**src/rtl/servant_btn_pkg.sv**
```systemverilog
// servant_btn_pkg
//   Shared constants and helpers for the button debounce block.
//   DEF_TICK_DIV     : default clock cycles per debounce sample tick
//   DEF_STABLE_TICKS : default consecutive mismatching ticks needed to accept
//   cnt_width()      : counter width for a modulus n, never less than 1 bit
package servant_btn_pkg;

  localparam int unsigned DEF_TICK_DIV     = 1000;
  localparam int unsigned DEF_STABLE_TICKS = 16;

  function automatic int unsigned cnt_width(input int unsigned n);
    return (n > 1) ? $clog2(n) : 1;
  endfunction

endpackage

```
**src/rtl/servant_debounce_ch.sv**
```systemverilog
// servant_debounce_ch
//   One button channel: two-flop synchroniser, tick-qualified stable counter,
//   debounced level and one-cycle press/release pulses.
//   i_wb_clk    : clock, rising edge
//   i_wb_rst_n  : asynchronous active-low reset
//   i_tick      : shared sample tick from the prescaler
//   i_btn_raw   : raw asynchronous pad level (1 = pressed)
//   o_btn       : debounced level
//   o_press     : one-cycle pulse on o_btn 0->1
//   o_release   : one-cycle pulse on o_btn 1->0
module servant_debounce_ch
  import servant_btn_pkg::*;
#(
  parameter int unsigned STABLE_TICKS = DEF_STABLE_TICKS
) (
  input  logic i_wb_clk,
  input  logic i_wb_rst_n,
  input  logic i_tick,
  input  logic i_btn_raw,
  output logic o_btn,
  output logic o_press,
  output logic o_release
);

  localparam int unsigned CW = cnt_width(STABLE_TICKS);

  logic          sync1;
  logic          sync2;
  logic [CW-1:0] cnt;
  logic          mismatch;
  logic          commit;

  always_ff @(posedge i_wb_clk or negedge i_wb_rst_n) begin
    if (!i_wb_rst_n) begin
      sync1 <= 1'b0;
      sync2 <= 1'b0;
    end else begin
      sync1 <= i_btn_raw;
      sync2 <= sync1;
    end
  end

  always_comb begin
    mismatch = (sync2 != o_btn);
    commit   = mismatch && i_tick && (cnt == CW'(STABLE_TICKS - 1));
  end

  // Any cycle where the synchronised level agrees with o_btn restarts the
  // count, so a single-cycle glitch back to the old level costs a full
  // requalification. cnt stops at STABLE_TICKS-1 because that tick commits.
  always_ff @(posedge i_wb_clk or negedge i_wb_rst_n) begin
    if (!i_wb_rst_n) begin
      cnt <= '0;
    end else if (!mismatch || commit) begin
      cnt <= '0;
    end else if (i_tick) begin
      cnt <= cnt + CW'(1);
    end
  end

  // Pulses are written on the same edge as o_btn, so each is high exactly in
  // the first cycle the new level is visible.
  always_ff @(posedge i_wb_clk or negedge i_wb_rst_n) begin
    if (!i_wb_rst_n) begin
      o_btn     <= 1'b0;
      o_press   <= 1'b0;
      o_release <= 1'b0;
    end else begin
      o_press   <= commit &&  sync2;
      o_release <= commit && !sync2;
      if (commit) begin
        o_btn <= sync2;
      end
    end
  end

endmodule

```
**src/rtl/servant_btn_debounce.sv**
```systemverilog
// servant_btn_debounce
//   Synchronises and debounces the board push-buttons for the GPIO block.
//   i_wb_clk    : clock, rising edge
//   i_wb_rst_n  : asynchronous active-low reset
//   i_btn_raw   : raw asynchronous pad levels, N_BTN bits (1 = pressed)
//   o_btn       : debounced levels, registered
//   o_press     : one-cycle pulse per bit on o_btn 0->1
//   o_release   : one-cycle pulse per bit on o_btn 1->0
//   o_tick      : free-running prescaler tick, one cycle every TICK_DIV
module servant_btn_debounce
  import servant_btn_pkg::*;
#(
  parameter int unsigned N_BTN        = 3,
  parameter int unsigned TICK_DIV     = DEF_TICK_DIV,
  parameter int unsigned STABLE_TICKS = DEF_STABLE_TICKS
) (
  input  logic             i_wb_clk,
  input  logic             i_wb_rst_n,
  input  logic [N_BTN-1:0] i_btn_raw,
  output logic [N_BTN-1:0] o_btn,
  output logic [N_BTN-1:0] o_press,
  output logic [N_BTN-1:0] o_release,
  output logic             o_tick
);

  localparam int unsigned PW = cnt_width(TICK_DIV);

  logic [PW-1:0] pre;
  logic          tick;

  // With TICK_DIV=1 pre is pinned at 0 and tick is permanently high.
  always_comb begin
    tick = (pre == PW'(TICK_DIV - 1));
  end

  always_ff @(posedge i_wb_clk or negedge i_wb_rst_n) begin
    if (!i_wb_rst_n) begin
      pre <= '0;
    end else if (tick) begin
      pre <= '0;
    end else begin
      pre <= pre + PW'(1);
    end
  end

  assign o_tick = tick;

  for (genvar g = 0; g < N_BTN; g++) begin : g_ch
    servant_debounce_ch #(
      .STABLE_TICKS(STABLE_TICKS)
    ) u_ch (
      .i_wb_clk  (i_wb_clk),
      .i_wb_rst_n(i_wb_rst_n),
      .i_tick    (tick),
      .i_btn_raw (i_btn_raw[g]),
      .o_btn     (o_btn[g]),
      .o_press   (o_press[g]),
      .o_release (o_release[g])
    );
  end

endmodule
```
**config.mk**
```make
export PLATFORM = sky130hd
export DESIGN_NAME = servant_btn_debounce
export DESIGN_NICKNAME = d
export VERILOG_FILES = /design/src/rtl/servant_btn_pkg.sv /design/src/rtl/servant_debounce_ch.sv /design/src/rtl/servant_btn_debounce.sv
export SDC_FILE = /design/constraint.sdc
export NUM_CORES = 1
export LEC_CHECK = 0
export BUFFER_PORTS_ARGS = -buffer_cell sky130_fd_sc_hd__buf_2
export CAP_MARGIN = 30
export CORE_MARGIN = 5
export CORE_UTILIZATION = 58
export DETAILED_ROUTE_END_ITERATION = 8
export PLACE_DENSITY_LB_ADDON = 0.08
export SLEW_MARGIN = 40
export SYNTH_ARGS = -nofsm -noshare
export SYNTH_HDL_FRONTEND = slang
export SYNTH_SLANG_ARGS = --single-unit
```
**constraint.sdc**
```tcl
create_clock -name i_wb_clk -period 2.25 [get_ports i_wb_clk]
set_input_delay 0.3375 -clock i_wb_clk [delete_from_list [all_inputs] [get_ports i_wb_clk]]
set_output_delay 0.3375 -clock i_wb_clk [all_outputs]
set_load 0.005 [all_outputs]
```
Yosys cells after proc, flatten, opt, wreduce, memory -nomap -nowiden
Index checks and enable logic that the tools add are counted.
{"block": "word_totals", "ff_bits": 37, "out_inout_bits": 10}
{"block": "op_classes", "addsub": 4, "eq_ne": 7, "mux": 7, "reduce_logical": 24}
{"op": "two-way mux 4 bit", "count": 6}
{"op": "adder 4 x 1 -> 4 bit (second input constant)", "count": 3}
{"op": "== test 4 bit (second input constant)", "count": 3}
{"op": "logical AND 1 bit", "count": 12}
{"op": "adder 10 x 1 -> 10 bit (second input constant)", "count": 1}
{"op": "== test 10 bit (second input constant)", "count": 1}
{"op": "two-way mux 10 bit", "count": 1}
{"op": "zero test 1 bit", "count": 6}
{"op": "nonzero test 2 bit", "count": 3}
{"op": "logical OR 1 bit", "count": 3}
{"op": "!= test 1 bit", "count": 3}

Longest topological paths before layout
Gate-level depths: netlist of the first run.
{"block": "depth", "word_depth": 5, "ltp_mapped": 8}

Modules after synthesis
A second synthesis of the first run with hierarchy kept.
{"block": "unflattened", "cells_unflattened": 125, "area_unflattened_um2": 1595.3}
{"module": "servant_debounce_ch at g_ch[1].u_ch ...", "n_inst": 2, "cells_each": 28, "area_each_um2": 377.9}
{"module": "servant_btn_debounce", "n_inst": 1, "cells_each": 43, "area_each_um2": 483.0}
{"module": "servant_debounce_ch at g_ch[0].u_ch", "n_inst": 1, "cells_each": 26, "area_each_um2": 356.6}

Worst setup path after synthesis of the first run
OpenSTA, ideal clock, no wires.
{"block": "synth_path", "path_kind": "reg-to-reg", "from": "register pre[0]", "to": "register g_ch[1].u_ch.o_btn", "arrival_ps": 1681, "path_slack_ps": 441, "path_stages_with_launch": 7, "synth_period_minus_slack_ps": 1809, "path_cell_list": "dfrtp_1 ha_1 nand4b_4 or3_1 buf_6 nor2_2 mux2_1"}
{"block": "synth_via", "elab_chain_len": 3}
{"item": "start: declaration", "line": "servant_btn_debounce.sv:28", "source": "logic [PW-1:0] pre;"}
{"item": "start signal: assignment", "line": "servant_btn_debounce.sv:42", "source": "pre <= pre + PW'(1);"}
{"item": "== test 10 bit", "line": "servant_btn_debounce.sv:33", "source": "tick = (pre == PW'(TICK_DIV - 1));"}
{"item": "logical AND 1 bit (2 in a row)", "line": "servant_debounce_ch.sv:45", "source": "commit = mismatch && i_tick && (cnt == CW'(STABLE_TICKS - 1));"}
{"item": "end signal: assignment", "line": "servant_debounce_ch.sv:72", "source": "o_btn <= sync2;"}
{"item": "end: declaration", "line": "servant_debounce_ch.sv:20", "source": "output logic o_btn,"}
Every way passes these cells.
A chain may end at the register's enable or synchronous reset.

Final worst setup path of the first run
{"block": "layout_path", "from": "register pre[1]", "to": "output port o_tick"}
{"block": "layout_via", "elab_chain_len": 1}
{"item": "== test 10 bit", "line": "servant_btn_debounce.sv:33"}
{"item": "end: declaration", "line": "servant_btn_debounce.sv:23", "source": "output logic o_tick"}
Every way passes these cells.

==> flow_summary_export.csv, run 1 <==
group,metric,value,unit
run_status,status,"finished, final reports clean",
sta,timing.fmax,469.3,MHz
routing,wl_per_cell,13.93,µm
global_route,grt_overflow,0,
sta,hold_violations,0,
sta,setup_violations,0,
floorplanning,num_rows,20,
setup_path,crit_type,"reg2out",
setup_path,critical-path-max-stage-delay,0.41,ns
synth,syn-num-nets,165,
floorplanning,core_area,0.002978,mm²
global_route,grt.total_usage,16.34,%
routing,postRouteAntennaNets,0,
sta,report.final.slew_viol_count,0,
sta,worstMarginPinSlew,0.4484,ns
synth,syn-cell-area,0.001752,mm²
setup_path,worstPathCellList,"ha_4, nand4b_4, or3_4, buf_6, clkinv_8, buf_2",
synth,synth_area_leaders,"dfrtp_1 (53%), xnor2_1 (4.5%), buf_4 (3.9%), ha_1 (2.9%), nand3_1 (2.9%)",
layout,fin_nets,179,
setup_path,worst_setup_path_start_kind,"flop",
sta,finalCritPeriodShare,94.70,%
setup_path,cp_slowest_cell,"dfrtp_1",
min_path,hp-class,"in2reg",
global_route,grt_max_degree,38,
sta,rsz0062_at_grt,"false",
cts,path_clk_slew,0.10,ns
synth,syn_inst,156,
floorplanning,start_util,58.82,%
cts,cts-root-buf,"clkbuf_4",
synth,avgSynthCellArea,11.23,µm²
setup_path,arrival,1.79,ns
setup_path,cp-end-kind,"output port",
global_route,grt_pass1_wl,5237,µm
cts,cts_sinks,37,
layout,area_delta_synth_final,6.643,%
power_and_ir_drop,p_leak,0.8945,nW
synth,yosysTopAreaCell,"dfrtp_1",
layout,final_common_cell,"dfrtp_1",
sta,fin_crit,2.131,ns
placed_design,portBuffers,14,
routing,remaining_drc_errors,0,
routing,drt-pass1-iter-count,4,
floorplanning,fp.dieW,64.96,µm
layout,drive_gt1_share,22.81,%
cts,clockBufferDepth,2,
synth,synth-seq-cells,37,
global_route,grt_antenna_before_repair,0,
layout,final_cell_mix,"dfrtp_1 (37), nand2_1 (13), buf_2 (13), nand3_1 (10), nor2_1 (10)",
cts,clock_latency,0.34,ns
synth,synth_edf_count,0,
synth,synth_top_area_share,52.86,%
sta,max-slew-margin-rel,69.89,%
synth,async_flop_share,100.0,%
sta,fin_tns_setup,0,ns
routing,drtIter0Drc,92,
routing,totalWireLength,2841,µm
floorplanning,die_y,64.96,µm
layout,final_util,62.73,%
synth,ys.flop_type,"dfrtp_1",
sta,fin_skew,0.004744,ns
placed_design,place.gp.congestion,0.7721,
setup_path,required,1.91,ns
placed_design,hpwl,1997,µm
floorplanning,ioPinCount,15,
global_route,grt_pass1_vias,1207,
power_and_ir_drop,ir_worst_vdd,0.0002947,V
cts,cts_tree,"built",
setup_path,critPathMaxFanout,17,
synth,yosys.cell_types.count,35,
synth,synth_warnings,0,
power_and_ir_drop,p_per_area,549.2,mW/mm²
floorplanning,dieArea,0.004219,mm²
cts,h-tree-depth,2,
synth,yosysSeqAreaShare,52.86,%
cts,cts_buffers,5,
routing,vias,1169,
flow_run,cap_violations,0,
layout,num_antenna_cells,0,
routing,post_drt_via_cell_ratio,5.730,
## cells in the mapped netlist (all sizes together) (3+ instances only)
cell type / n
nor2: 13
xor2: 3
buf: 12
xnor2: 9
nand3: 10
a21oi: 10
ha: 4
nand2: 13
mux2: 3
dfrtp: 37
and3: 3
nor3: 6
inv: 9
nor4: 5
nand3b: 3
## final timing paths
check / from / slack, ns / endpoint / depth (start not counted)
min: i_btn_raw[0] / 0.1 / g_ch[0].u_ch.sync1$_DFF_PN0_ / 1
min in group asynchronous: i_wb_rst_n / 0.48 / g_ch[1].u_ch.o_release$_DFF_PN0_ / 2
max: pre[1]$_DFF_PN0_ / 0.12 / o_tick / 6
max reg2reg: pre[1]$_DFF_PN0_ / 0.43 / g_ch[1].u_ch.o_btn$_DFFE_PN0P_ / 6
max in group asynchronous: i_wb_rst_n / 1.45 / g_ch[2].u_ch.sync2$_DFF_PN0_ / 2
min reg2reg: g_ch[1].u_ch.sync1$_DFF_PN0_ / 0.36 / g_ch[1].u_ch.sync2$_DFF_PN0_ / 0
## where the power goes
part           switching, mW  leakage (nW)  internal, mW
logic                 0.0179         0.374       0.00700
registers            0.00323         0.489         0.670
clock network          0.209        0.0320         0.119
total                  0.230         0.895         0.796
## flip-flops by register name, summed over array words and instances (netlist names)
signal               cells
g_ch.u_ch.cnt           12
pre                     10
g_ch.u_ch.o_btn          3
g_ch.u_ch.o_press        3
g_ch.u_ch.o_release      3
g_ch.u_ch.sync1          3
g_ch.u_ch.sync2          3
## layout make-up
type	instances	area [µm²]
timing repair buffer	20	123.9
inverter	10	50.05
multi-input combinational	96	675.6
clock buffer	6	41.29
sequential	37	925.9
fill	245	1110
clock inverter	2	10.01
tap	33	41.29
## critical path: cells and delay by family (launching register included)
family,cells,cell delay (ns)
fa+ha+maj,1,0.17
buf+inv,3,0.37
simple gates,2,0.50
flops,1,0.41
## layer usage
layer / global-route usage (%) / part of all wire [%] / routed length, µm / up-vias
met1: 18.90 / 43 / 1218 / 575
met4: 7.388 / 1.5 / 44 / 0
met2: 27.20 / 50 / 1425 / 31
met5: 0 / 0 / 0 / -
li1: - / - / - / 558
met3: 5.546 / 5.4 / 153 / 5
## repair_timing
action                                 4_1_cts  5_1_grt
buffers inserted                             1        2
endpoints found under the hold margin        0       37
hold buffers                                 0        1
resized for setup                            3        1
setup endpoints to repair                    1        1
pin swaps                                    0        2
## stage by stage
step / instances / hold WS [ns] / instance area [µm²] / total power, mW / setup slack [ns]
floorplan: 156 / 0.04191 / 1752 / 0.6924 / 0.4413
global placement: 192 / 0.3324 / 1760 / 0.7094 / 0.3251
detailed placement: 192 / 0.3413 / 1760 / 0.7107 / 0.2761
CTS: 201 / 0.07424 / 1836 / 1.045 / 0.02156
global route: 204 / 0.06271 / 1868 / 1.088 / 0.005906
finish: 204 / 0.09933 / 1868 / 1.026 / 0.1192
## logic make-up (layout without fill, tap and decap cells)
family                     count (synthesis)  count (layout)  share of synthesized area, %
and+or+nand+nor                           59              59                         19.93
muxes                                      3               3                         1.928
AOI/OAI and AO/OA                         18              18                         6.858
xor gates and xnor gates                  12              12                         6.001
adders and majority gates                  4               4                         2.857
buffers and inverters                     23              38                         9.571
DFF                                       37              37                         52.86
No activity file was read; power rests on OpenSTA's default activity.
==> run 2: changes to the inputs <==
- clock period: 2.25 -> 2.1 ns (I/O delays scaled with it)
==> run 2 against run 1 <==
Against the previous run: power up 6.8%; critical path type unchanged; clock skew is 0.0018 ns higher; critical path depth fell by 1; final area is 0.47% higher; sequential share of layout area decreased by 0.23 points.
==> flow_summary_export.csv, run 2 (synthesis results as in run 1) <==
group,metric,value,unit
run_status,status,"finished, final reports clean",
sta,report.final.slew_viol_count,0,
setup_path,required,1.78,ns
layout,drive_gt1_share,22.54,%
routing,postRouteAntennaNets,0,
layout,final_cell_mix,"dfrtp_1 (37), nand2_1 (13), buf_2 (13), nand3_1 (10), nor2_1 (10)",
global_route,grt_pass1_wl,5354,µm
routing,drtIter0Drc,74,
global_route,grt.total_usage,16.82,%
sta,fin_tns_setup,0,ns
sta,max-slew-margin-rel,67.70,%
placed_design,dpl-instance-area,0.001775,mm²
layout,area_delta_synth_final,7.143,%
routing,post_drt_via_cell_ratio,5.641,
floorplanning,core_area,0.002978,mm²
cts,cts_buffers,5,
placed_design,portBuffers,14,
setup_path,critPathMaxFanout,10,
global_route,use_met2,29.50,%
global_route,grtUsageMet3,5.893,%
layout,fin_nets,181,
routing,totalWireLength,3026,µm
floorplanning,start_util,58.82,%
sta,finalCritPeriodShare,94.35,%
sta,timing.fmax,504.7,MHz
flow_run,cap_violations,0,
floorplanning,die_y,64.96,µm
layout,largestRegisters,"g_ch.u_ch.cnt: 12 flops, pre: 10 flops",
cts,cts_tree,"built",
floorplanning,fp.dieW,64.96,µm
global_route,grt_overflow,0,
setup_path,arrival,1.67,ns
layout,largest_register_ffs,12,
layout,num_antenna_cells,0,
sta,fin_skew,0.006522,ns
floorplanning,ioPinCount,15,
routing,vias,1162,
setup_path,cp-end-kind,"output port",
power_and_ir_drop,p_leak,0.8969,nW
routing,remaining_drc_errors,0,
layout,fin_cells,206,
setup_path,crit_type,"reg2out",
cts,cts_sinks,37,
layout,top_register,"g_ch.u_ch.cnt",
sta,rsz0062_at_grt,"false",
global_route,busiest_layer,"met2",
cts,clockBufferDepth,2,
sta,fin_crit,1.981,ns
sta,setup_violations,0,
cts,clock_latency,0.33,ns
layout,final_util,63.03,%
min_path,hp-class,"in2reg",
placed_design,place.gp.congestion,0.7926,
layout,final_common_cell,"dfrtp_1",
routing,drt-pass1-iter-count,4,
power_and_ir_drop,p_per_area,584.0,mW/mm²
global_route,use_met1,18.92,%
global_route,grt_pass1_vias,1188,
placed_design,placed_cells,194,
sta,worstMarginPinSlew,0.4810,ns
global_route,grt_antenna_before_repair,0,
floorplanning,dieArea,0.004219,mm²
cts,h-tree-depth,2,
sta,hold_violations,0,
floorplanning,num_rows,20,
layout,final_cell_area,0.001877,mm²
global_route,grt_max_degree,38,
power_and_ir_drop,ir_worst_vdd,0.0004188,V
power_and_ir_drop,total_power,1.096,mW
setup_path,worst_setup_path_start_kind,"flop",
cts,cts-root-buf,"clkbuf_4",
routing,wl_per_cell,14.69,µm
cts,path_clk_slew,0.10,ns
placed_design,hpwl,2079,µm
## run 2: cell count changes in the layout (fill, tap and decap cells not counted), sizes merged
cell    previous run  this run
clkinv             3         1
buf               19        21
clkbuf             6         8
## run 2: path summary, 6_finish.rpt
check / startpoint / endpoint / slack (ns) / cells after the start
setup / recovery: pre[0]$_DFF_PN0_ / o_tick / 0.12 / 5
hold / removal: i_btn_raw[0] / g_ch[0].u_ch.sync1$_DFF_PN0_ / 0.08 / 1
setup reg to reg: pre[0]$_DFF_PN0_ / g_ch[1].u_ch.o_btn$_DFFE_PN0P_ / 0.19 / 6
hold reg to reg: g_ch[1].u_ch.sync1$_DFF_PN0_ / g_ch[1].u_ch.sync2$_DFF_PN0_ / 0.36 / 0
max in group asynchronous: i_wb_rst_n / pre[5]$_DFF_PN0_ / 1.31 / 2
min in group asynchronous: i_wb_rst_n / g_ch[1].u_ch.cnt[0]$_DFFE_PN0P_ / 0.47 / 2
## run 2: layout make-up
class / count / area (µm²)
Inverter: 10 / 50.05
Sequential cell: 37 / 925.9
Timing Repair Buffer: 22 / 135.1
Tap cell: 33 / 41.29
Clock buffer: 8 / 48.80
Fill cell: 255 / 1101
Multi-Input combinational cell: 96 / 675.6
## run 2: power breakdown
| part | leakage, nW | internal [mW] | total [mW] | switching (mW) |
|---|---|---|---|---|
| sequential | 0.489 | 0.718 | 0.721 | 0.00352 |
| clock | 0.0265 | 0.133 | 0.348 | 0.214 |
| combinational | 0.382 | 0.00750 | 0.0270 | 0.0195 |
## run 2: metrics by stage
| stage | hold WS, ns | worst slack [ns] |
|---|---|---|
| floorplan | 0.01941 | 0.2913 |
| global placement | 0.3323 | 0.2268 |
| detailed placement | 0.3371 | 0.1498 |
| CTS | 0.05321 | 0.04534 |
| global route | 0.04310 | 0.02252 |
| finish | 0.07694 | 0.1186 |
## run 2: what timing repair did
item | in CTS | in global routing
endpoints found under the hold margin | 0 | 37
pin swaps | 1 | 1
gates resized for setup | 5 | 0
hold buffers | 0 | 1
buffers inserted | 3 | 1
endpoints found under the setup margin | 1 | 1
## run 2: layer usage
layer  wire [µm]  vias to the layer above  part of all wire, %
met4          36                        0                  1.2
met3         111                        6                  3.7
met5           0                        -                    0
met2        1571                       20                   52
met1        1306                      573                   43
li1            -                      563                    -
## run 2: worst max-delay path, cell delays in order (launching register included)
cell and delay (ns):
dfrtp_1 0.41, ha_4 0.17, nand4b_4 0.10, or3_4 0.48
clkinv_8 0.07, buf_2 0.10
==> run 3: changes to the inputs <==
- PLACE_DENSITY: not set -> 0.84
- PLACE_DENSITY_LB_ADDON: 0.08 -> not set
==> run 3 against run 2 <==
Against the previous run: cell count is 1.9% higher; sequential power about the same; final area is 3.3% higher; sequential cell count did not move; worst setup slack got worse by 0.043 ns.
==> flow_summary_export.csv, run 3 (synthesis results as in run 1) <==
group,metric,value,unit
setup_path,cp_slowest_cell,"dfrtp_1",
placed_design,dpl-instance-area,0.001760,mm²
routing,remaining_drc_errors,0,
floorplanning,core_area,0.002978,mm²
layout,area_delta_synth_final,10.71,%
layout,multi_input_area,675.6,µm²
setup_path,cp-end-kind,"output port",
cts,cts_sinks,37,
layout,largest_register_ffs,12,
global_route,grt_pass1_wl,5547,µm
setup_path,crit_buf_inv,3,
flow_run,cap_violations,0,
floorplanning,start_util,58.82,%
sta,fin_crit,2.024,ns
sta,rsz0062_at_grt,"true",
setup_path,worst_setup_path_start_kind,"flop",
sta,hold_violations,0,
cts,cts-root-buf,"clkbuf_4",
sta,holdWs,0.06973,ns
placed_design,portBuffers,14,
cts,path_clk_slew,0.10,ns
global_route,grtUsageMet3,7.279,%
placed_design,place.gp.congestion,0.8480,
global_route,use_met1,20.52,%
global_route,busiest_layer,"met2",
layout,regArea,925.9,µm²
setup_path,critical-path-top-delay-family,"simple AND/OR/NAND/NOR gates",
sta,setup_violations,0,
cts,cts_buffers,5,
sta,fin_ws,0.07606,ns
floorplanning,num_rows,20,
min_path,hp-class,"in2reg",
routing,vias,1216,
routing,wl_per_cell,15.50,µm
placed_design,hpwl,2081,µm
global_route,grt.total_usage,17.53,%
sta,worstMarginPinSlew,0.4546,ns
routing,totalWireLength,3254,µm
global_route,use_met2,28.10,%
power_and_ir_drop,p_leak,0.9283,nW
floorplanning,die_y,64.96,µm
global_route,grt_max_degree,38,
run_status,status,"finished, final reports clean",
sta,finalCritPeriodShare,96.38,%
layout,drive_gt1_share,25.42,%
routing,drtIter0Drc,85,
layout,final_cell_area,0.001939,mm²
layout,fin_nets,186,
layout,largestRegisters,"g_ch.u_ch.cnt: 12 flops, pre: 10 flops",
global_route,grt_pass1_vias,1248,
power_and_ir_drop,total_power,1.122,mW
routing,drt-pass1-iter-count,4,
floorplanning,ioPinCount,15,
power_and_ir_drop,ir_worst_vdd,0.0004562,V
setup_path,arrival,1.71,ns
setup_path,required,1.78,ns
global_route,grt_antenna_before_repair,0,
layout,final_cell_mix,"dfrtp_1 (37), nand2_1 (13), buf_2 (12), buf_4 (12)",
setup_path,ff2ff_setup_slack,0.15,ns
floorplanning,dieArea,0.004219,mm²
cts,clock_latency,0.34,ns
sta,report.final.slew_viol_count,0,
layout,num-fill-cells,213,
routing,postRouteAntennaNets,0,
setup_path,critical-path-max-stage-delay,0.42,ns
sta,max-slew-margin-rel,69.48,%
setup_path,crit_type,"reg2out",
setup_path,worstPathCellList,"ha_4, nand4b_4, or3_4, buf_12, clkinv_8, buf_6",
layout,num_antenna_cells,0,
routing,post_drt_via_cell_ratio,5.790,
sta,fin_skew,0.01303,ns
sta,timing.fmax,494.1,MHz
cts,clockBufferDepth,2,
layout,top_register,"g_ch.u_ch.cnt",
global_route,grt_overflow,0,
floorplanning,fp.dieW,64.96,µm
sta,fin_tns_setup,0,ns
setup_path,critPathMaxFanout,4,
layout,final_common_cell,"dfrtp_1",
power_and_ir_drop,p_per_area,578.4,mW/mm²
cts,h-tree-depth,2,
placed_design,pre_cts_ws,0.1475,ns
cts,cts_tree,"built",
run 3: cell types whose count changed in the layout (fill, tap and decap cells not counted):
cell / before / now
buf_4: 8 / 12
clkbuf_1: 3 / 1
buf_12: 0 / 1
buf_2: 13 / 12
buf_6: 0 / 1
clkbuf_8: 0 / 1
run 3: per-stage QoR:
stage | util (%) | instances
after global placement | 59.12 | 192
after global routing | 65.13 | 210
final | 65.13 | 210
after CTS | 62.31 | 201
after detailed placement | 59.12 | 192
after floorplan | - | 156
run 3: timing repair:
action                     CTS  global route
hold buffers                 0             1
hold endpoints to repair     0            37
resized for setup            5             2
pin swaps                    2             3
setup endpoints to repair    1             1
setup buffers                2             8
run 3: worst paths after layout:
kind	from	endpoint	cells past startpoint
worst max-delay path	pre[0]$_DFF_PN0_	o_tick	6
worst min-delay path	i_btn_raw[1]	g_ch[1].u_ch.sync1$_DFF_PN0_	1
worst max register to register	pre[0]$_DFF_PN0_	g_ch[2].u_ch.cnt[3]$_DFFE_PN0P_	8
worst min register to register	g_ch[2].u_ch.sync1$_DFF_PN0_	g_ch[2].u_ch.sync2$_DFF_PN0_	0
max in group asynchronous	i_wb_rst_n	g_ch[2].u_ch.o_release$_DFF_PN0_	2
min in group asynchronous	i_wb_rst_n	g_ch[1].u_ch.cnt[0]$_DFFE_PN0P_	2
run 3: power breakdown:
group	internal (mW)	switching [mW]
combinational	0.00750	0.0190
sequential	0.718	0.00346
clock	0.158	0.216
run 3: final cells by class:
class	count	share of cell area (%)
Sequential cell	37	47.74
Clock buffer	7	2.839
Tap cell	33	2.129
Timing Repair Buffer	27	9.871
Inverter	10	2.581
Multi-Input combinational cell	96	34.84
run 3: metal layers:
metal	vias to the layer above	wire length [µm]
met2	32	1683
met1	605	1331
li1	572	-
met4	0	67
met3	7	172
met5	-	0
